`src/rtl/imem_program_loader_pkg.sv`:
```
// Shared definitions for the instruction-memory program loader: frame marker,
// loader state encoding and memory depth helper.
package imem_program_loader_pkg;

    localparam logic [7:0] HDR_BYTE_DEFAULT = 8'hA5;

    typedef enum logic [2:0] {
        IDLE,
        LEN_HI,
        LEN_LO,
        DATA,
        CHECK,
        DONE,
        ERROR
    } state_t;

    // Word capacity of the instruction memory; 17 bits so a full 16-bit address space still fits.
    function automatic logic [16:0] mem_depth(input int unsigned addr_b);
        return 17'(1) << addr_b;
    endfunction

endpackage

```
`src/rtl/imem_program_loader_word_assembler.sv`:
```
// Byte-to-word assembler for the program loader: shifts payload bytes in
// big-endian order, tracks byte position and the running XOR checksum.
module loader_word_assembler (
    input  logic        clk,
    input  logic        reset,
    input  logic        clear,
    input  logic        capture,
    input  logic [7:0]  data,
    output logic [31:0] word,
    output logic        word_ready,
    output logic [7:0]  checksum
);

    logic [23:0] shreg;
    logic [1:0]  byte_cnt;

    // The completed word includes the byte being captured this cycle, so the
    // owner can register it on the same edge.
    assign word       = {shreg, data};
    assign word_ready = capture && (byte_cnt == 2'd3);

    always_ff @(posedge clk) begin
        if (reset || clear) begin
            shreg    <= '0;
            byte_cnt <= '0;
            checksum <= '0;
        end else if (capture) begin
            shreg    <= {shreg[15:0], data};
            byte_cnt <= byte_cnt + 2'd1;
            checksum <= checksum ^ data;
        end
    end

endmodule

```
`src/rtl/imem_program_loader.sv`:
```
// Instruction-memory writer: parses framed bytes from the debug UART, writes
// assembled words from address 0 and holds the fetch stage while loading.
module imem_program_loader
    import imem_program_loader_pkg::*;
#(
    parameter int         width_B  = 32,
    parameter int         Addr_B   = 10,
    parameter logic [7:0] HDR_BYTE = HDR_BYTE_DEFAULT
) (
    input  logic                clk,
    input  logic                reset,
    input  logic [7:0]          rx_data,
    input  logic                rx_valid,
    output logic                mem_we,
    output logic [Addr_B-1:0]   mem_addr,
    output logic [width_B-1:0]  mem_wdata,
    output logic                pc_write,
    output logic                pc_clear,
    output logic                loading,
    output logic                load_done,
    output logic                load_error
);

    localparam logic [16:0] DEPTH = mem_depth(Addr_B);

    state_t state, state_next;
    logic [15:0] length, length_next;
    logic [16:0] word_cnt, word_cnt_next;

    logic               mem_we_next;
    logic [Addr_B-1:0]  mem_addr_next;
    logic [width_B-1:0] mem_wdata_next;
    logic pc_write_next, pc_clear_next, loading_next, load_done_next, load_error_next;

    logic        asm_clear, asm_capture, word_ready;
    logic [31:0] word;
    logic [7:0]  checksum;

    loader_word_assembler u_asm (
        .clk        (clk),
        .reset      (reset),
        .clear      (asm_clear),
        .capture    (asm_capture),
        .data       (rx_data),
        .word       (word),
        .word_ready (word_ready),
        .checksum   (checksum)
    );

    always_comb begin
        state_next      = state;
        length_next     = length;
        word_cnt_next   = word_cnt;
        mem_we_next     = 1'b0;
        mem_addr_next   = mem_addr;
        mem_wdata_next  = mem_wdata;
        pc_write_next   = pc_write;
        pc_clear_next   = 1'b0;
        loading_next    = loading;
        load_done_next  = load_done;
        load_error_next = load_error;
        asm_clear       = 1'b0;
        asm_capture     = 1'b0;

        case (state)
            // DONE lasts one cycle but, like ERROR, already accepts a new header.
            IDLE, DONE, ERROR: begin
                if (state == DONE) state_next = IDLE;
                if (rx_valid && rx_data == HDR_BYTE) begin
                    state_next      = LEN_HI;
                    loading_next    = 1'b1;
                    pc_write_next   = 1'b0;
                    load_done_next  = 1'b0;
                    load_error_next = 1'b0;
                    asm_clear       = 1'b1;
                end
            end
            LEN_HI: begin
                if (rx_valid) begin
                    length_next[15:8] = rx_data;
                    state_next        = LEN_LO;
                end
            end
            LEN_LO: begin
                if (rx_valid) begin
                    length_next   = {length[15:8], rx_data};
                    word_cnt_next = '0;
                    if ({1'b0, length_next} > DEPTH) begin
                        state_next      = ERROR;
                        loading_next    = 1'b0;
                        load_error_next = 1'b1;
                        pc_write_next   = 1'b0;
                    end else if (length_next == 16'd0) begin
                        state_next = CHECK;
                    end else begin
                        state_next = DATA;
                    end
                end
            end
            DATA: begin
                asm_capture = rx_valid;
                if (word_ready) begin
                    mem_we_next    = 1'b1;
                    mem_addr_next  = word_cnt[Addr_B-1:0];
                    mem_wdata_next = word;
                    word_cnt_next  = word_cnt + 17'd1;
                    if (word_cnt_next == {1'b0, length}) state_next = CHECK;
                end
            end
            CHECK: begin
                if (rx_valid) begin
                    loading_next = 1'b0;
                    if (rx_data == checksum) begin
                        state_next     = DONE;
                        pc_clear_next  = 1'b1;
                        load_done_next = 1'b1;
                        pc_write_next  = 1'b1;
                    end else begin
                        state_next      = ERROR;
                        load_error_next = 1'b1;
                        pc_write_next   = 1'b0;
                    end
                end
            end
            default: state_next = IDLE;
        endcase
    end

    always_ff @(posedge clk) begin
        if (reset) begin
            state      <= IDLE;
            length     <= '0;
            word_cnt   <= '0;
            mem_we     <= 1'b0;
            mem_addr   <= '0;
            mem_wdata  <= '0;
            pc_write   <= 1'b1;
            pc_clear   <= 1'b0;
            loading    <= 1'b0;
            load_done  <= 1'b0;
            load_error <= 1'b0;
        end else begin
            state      <= state_next;
            length     <= length_next;
            word_cnt   <= word_cnt_next;
            mem_we     <= mem_we_next;
            mem_addr   <= mem_addr_next;
            mem_wdata  <= mem_wdata_next;
            pc_write   <= pc_write_next;
            pc_clear   <= pc_clear_next;
            loading    <= loading_next;
            load_done  <= load_done_next;
            load_error <= load_error_next;
        end
    end

endmodule

```
`config.mk`:
```
export PLATFORM = sky130hd
export DESIGN_NAME = imem_program_loader
export DESIGN_NICKNAME = d
export VERILOG_FILES = /design/src/rtl/imem_program_loader_pkg.sv /design/src/rtl/imem_program_loader_word_assembler.sv /design/src/rtl/imem_program_loader.sv
export SDC_FILE = /design/constraint.sdc
export NUM_CORES = 1
export LEC_CHECK = 0
export ABC_AREA = 1
export CAP_MARGIN = 20
export CORE_ASPECT_RATIO = 1.25
export CORE_MARGIN = 3
export CORE_UTILIZATION = 54
export DETAILED_ROUTE_END_ITERATION = 7
export PLACE_DENSITY = 0.81
export SYNTH_ARGS = -nofsm -noshare
export SYNTH_HDL_FRONTEND = slang
export SYNTH_SLANG_ARGS = --single-unit
```
`constraint.sdc`:
```
create_clock -name clk -period 2.6 [get_ports clk]
set_input_delay 0.26 -clock clk [delete_from_list [all_inputs] [get_ports clk]]
set_output_delay 0.26 -clock clk [all_outputs]
set_load 0.05 [all_outputs]
```
==> results by group <==
Route
  – DRT iter0 DRCs: 359
  – Routed vias/inst: 5.55
  – Vias post-DR: 5,143
  – DR DRC count: 0
  – ANT nets after route: 0
  – Final wirelength: 13,700 um
  – Drt wl/cell: 14.8 um
  – 1st-pass router iterations: 6

Power
  – Sw power: 1370 uW
  – Leakage power: 0.00257 uW
  – VDD IR max: 0.827 mV
  – Pwr per Cell Area: 793 nW/um^2
  – P_int: 3760 uW
  – Clock power share: 49.0%
  – Combinational Power Share: 12.6%
  – Seq pwr share: 38.5%
  – Sw frac: 26.7%

Critical path
  – Crit path depth: 14
  – Kind of critical path: reg2reg
  – CP cell instances: ha_1 > nand2_1 > nor2_2 > nand2_1 > o21ai_1 > nand2_1 > nand2_1 > nand3_1 > nor2_1 > nand3_1 > nand2_2 > nand3_1 > nand2_1 > nor2_1
  – Crit-path max cell delay: 0.40 ns
  – CP startpoint kind: flip-flop
  – Register-to-Register Path Depth: 14
  – Buf/Inv on CP: 0
  – CP Data Required Time: 2.91 ns
  – CP max FO: 5
  – Crit path capture type: flip-flop
  – Most Frequent Cell on Critical Path: nand2_1
  – Crit Reg-Reg Startpoint: word_cnt[1]$_SDFFE_PP0P_
  – Worst R2R End: state[0]$_SDFFE_PP0P_
  – Top Family by Delay on Critical Path: simple AND/OR/NAND/NOR gates
  – Slowest CP cell: dfxtp_1
  – R2R Setup Slk: 0.32 ns
  – Worst setup endpoint: state[0]$_SDFFE_PP0P_
  – WP data arrival: 2.59 ns
  – Critical Path Start: word_cnt[1]$_SDFFE_PP0P_

Worst hold path
  – Worst Hold Class: reg2reg
  – Hold Path Cell Cnt: 2

CTS
  – TritonCTS Buffers: 17
  – # clock sinks: 118
  – Cts hold-fix bufs: 0
  – Worst-path clk slew: 0.06 ns
  – CTS tree: yes
  – Htree depth: 4
  – Bufs on Longest Clock Path: 2
  – Worst-Skew Late Latency: 0.42 ns
  – CTS Root Buffer Type: clkbuf_16
  – Postcts setup bufs: 0
  – CTS resizes: 0

Synth
  – Library cells used by synthesis: 29
  – Yosys reg bits: 118
  – Seq/Total Area, Yosys: 46.4%
  – Ys Warns: 0
  – Area of the mapped netlist: 5100 um^2
  – Syn Inst Count: 728
  – Post-Syn Nets: 741
  – Mapped Avg Cell Area: 7.00 um^2

STA
  – Final TNS setup: 0 ns
  – Slew margin rel.: 54.0%
  – Final setup vio count: 0
  – Final worst-path cycle share: 87.7%
  – Final hold vios: 0
  – Minimum clock period: 2.28 ns
  – Worst-Margin Slew: 0.687 ns
  – Max Clock Freq: 439 MHz
  – Final WS setup: 0.320 ns
  – RSZ-0062 raised after global routing: false
  – Slew Viols, Final: 0
  – Final Skew: 0.00626 ns

Placement
  – I/O Buffers: 58
  – Dpl ws: 0.274 ns
  – RePlAce Congestion: 0.879
  – Post-DP HPWL: 9240 um

Global routing
  – Largest net degree at the start of global routing: 37
  – GRT overflow: 0
  – First-pass GRT wire length: 22,800 um
  – Initial antenna violation count: 0
  – GRT Total Usage: 26.8%
  – Vias in the first global route: 4,979

Floorplan
  – Core Region: 9170 um^2
  – Starting Density: 55.6%
  – Die H: 115 um
  – I/O Pins: 59
  – Die area: 10,600 um^2
  – # rows: 39
  – Die Span X: 92.9 um

Finish
  – ANT cells: 0
  – Area growth syn-to-layout: 26.8%
  – Layout cell share with drive strength beyond 1: 7.35%
  – Nets: 803
  – Filler cell count: 752
  – Final core occ: 70.5%

Job
  – Max-cap viol count: 0

Outcome
  – Status: finished, final reports clean
worst min-delay path, cell delays in order (launching register included):
cell and delay (ns):
dfxtp_1 0.31, nand3_1 0.07, nand2_1 0.05
flip-flops by register name, indices dropped and copies added, names as in the netlist:
signal          cells
length             16
load_done           1
load_error          1
loading             1
mem_addr           10
mem_wdata          32
mem_we              1
pc_clear            1
pc_write            1
state               3
u_asm.byte_cnt      2
u_asm.checksum      8
u_asm.shreg        24
word_cnt           17
cells in the mapped netlist (all sizes together):
cell type  count  area [um^2]
buf            4         20.0
o21bai         1         7.51
clkinv         1         3.75
nand4         12         90.1
a211oi         3         27.5
nor3           5         25.0
dfxtp        118         2360
a21oi         83          419
ha             2         25.0
nor4           2         12.5
o21ba          1         10.0
clkbuf        25         93.8
o21ai         50          250
or2            1         6.26
nand3b         3         22.5
nand2        218          821
nand3         68          345
xor2           9         78.8
inv           55          206
nor2          67          269
worst min path at each step:
stage	startpoint	to
after floorplan	rx_data[0]	u_asm.shreg[0]$_SDFFE_PP0P_
after global placement	u_asm.shreg[19]$_SDFFE_PP0P_	u_asm.shreg[19]$_SDFFE_PP0P_
after detailed placement	u_asm.shreg[15]$_SDFFE_PP0P_	mem_wdata[23]$_SDFFE_PP0P_
after CTS	u_asm.shreg[19]$_SDFFE_PP0P_	u_asm.shreg[19]$_SDFFE_PP0P_
after global routing	u_asm.shreg[16]$_SDFFE_PP0P_	u_asm.shreg[16]$_SDFFE_PP0P_
final	mem_wdata[18]$_SDFFE_PP0P_	mem_wdata[18]$_SDFFE_PP0P_
metal layers:
layer  vias to the layer above  global-route usage (%)  share of wire, %
met1                      2379                    30.4                39
met3                        55                    6.77               5.8
li1                       2506                       -                 -
met2                       203                    47.5                52
met5                         -                       0                 0
met4                         0                    11.1               3.1
cells in the final DEF (no fill, tap or decap), drive strengths merged:
master | Yosys | layout
nand3b | 3 | 3
ha | 2 | 2
nand2 | 218 | 218
clkinv | 1 | 4
dfxtp | 118 | 118
a21oi | 83 | 83
bufinv | 0 | 4
nor4 | 2 | 2
nor2 | 67 | 67
inv | 55 | 58
buf | 4 | 14
o21ba | 1 | 1
xor2 | 9 | 9
clkinvlp | 0 | 3
nand4 | 12 | 12
clkbuf | 25 | 19
clkdlybuf4s50 | 0 | 58
a211oi | 3 | 3
nand3 | 68 | 68
nor3 | 5 | 5
o21bai | 1 | 1
or2 | 1 | 1
o21ai | 50 | 50
power by group through the flow:
stage          registers [uW]  clock network (uW)  logic (uW)
6_report                 1970                2510         645
3_5_place_dp             2000                   0         624
3_3_place_gp             2000                   0         610
2_1_floorplan            2010                   0         446
4_1_cts                  1970                2520         639
5_1_grt                  1980                2620         727
metrics by stage:
step | power (uW) | cell area (um^2) | hold WS (ns) | instances
detailed placement | 2630 | 5830 | 0.457 | 894
CTS | 5130 | 6460 | 0.470 | 926
global placement | 2610 | 5810 | 0.450 | 893
finish | 5130 | 6460 | 0.471 | 926
floorplan | 2460 | 5100 | 0.409 | 728
global route | 5330 | 6460 | 0.490 | 926
final cells by class:
type / instances / area (um^2) / share of cell area (%)
clock buffer: 19 / 443 / 6.85
clock inverter: 13 / 195 / 3.02
inverter: 56 / 210 / 3.25
multi-input combinational: 525 / 2410 / 37.3
sequential: 118 / 2360 / 36.5
tap: 123 / 154 / 2.38
timing repair buffer: 72 / 689 / 10.7
cells by family after synthesis:
| group | share of synthesized area [%] |
|---|---|
| and+or+nand+nor | 31.2 |
| AOI/OAI and AO/OA | 14.0 |
| DFF | 46.4 |
| buffers and inverters | 6.36 |
| xor gates and xnor gates | 1.55 |
| adders and majority gates | 0.491 |
No activity file was read; power rests on OpenSTA's default activity.
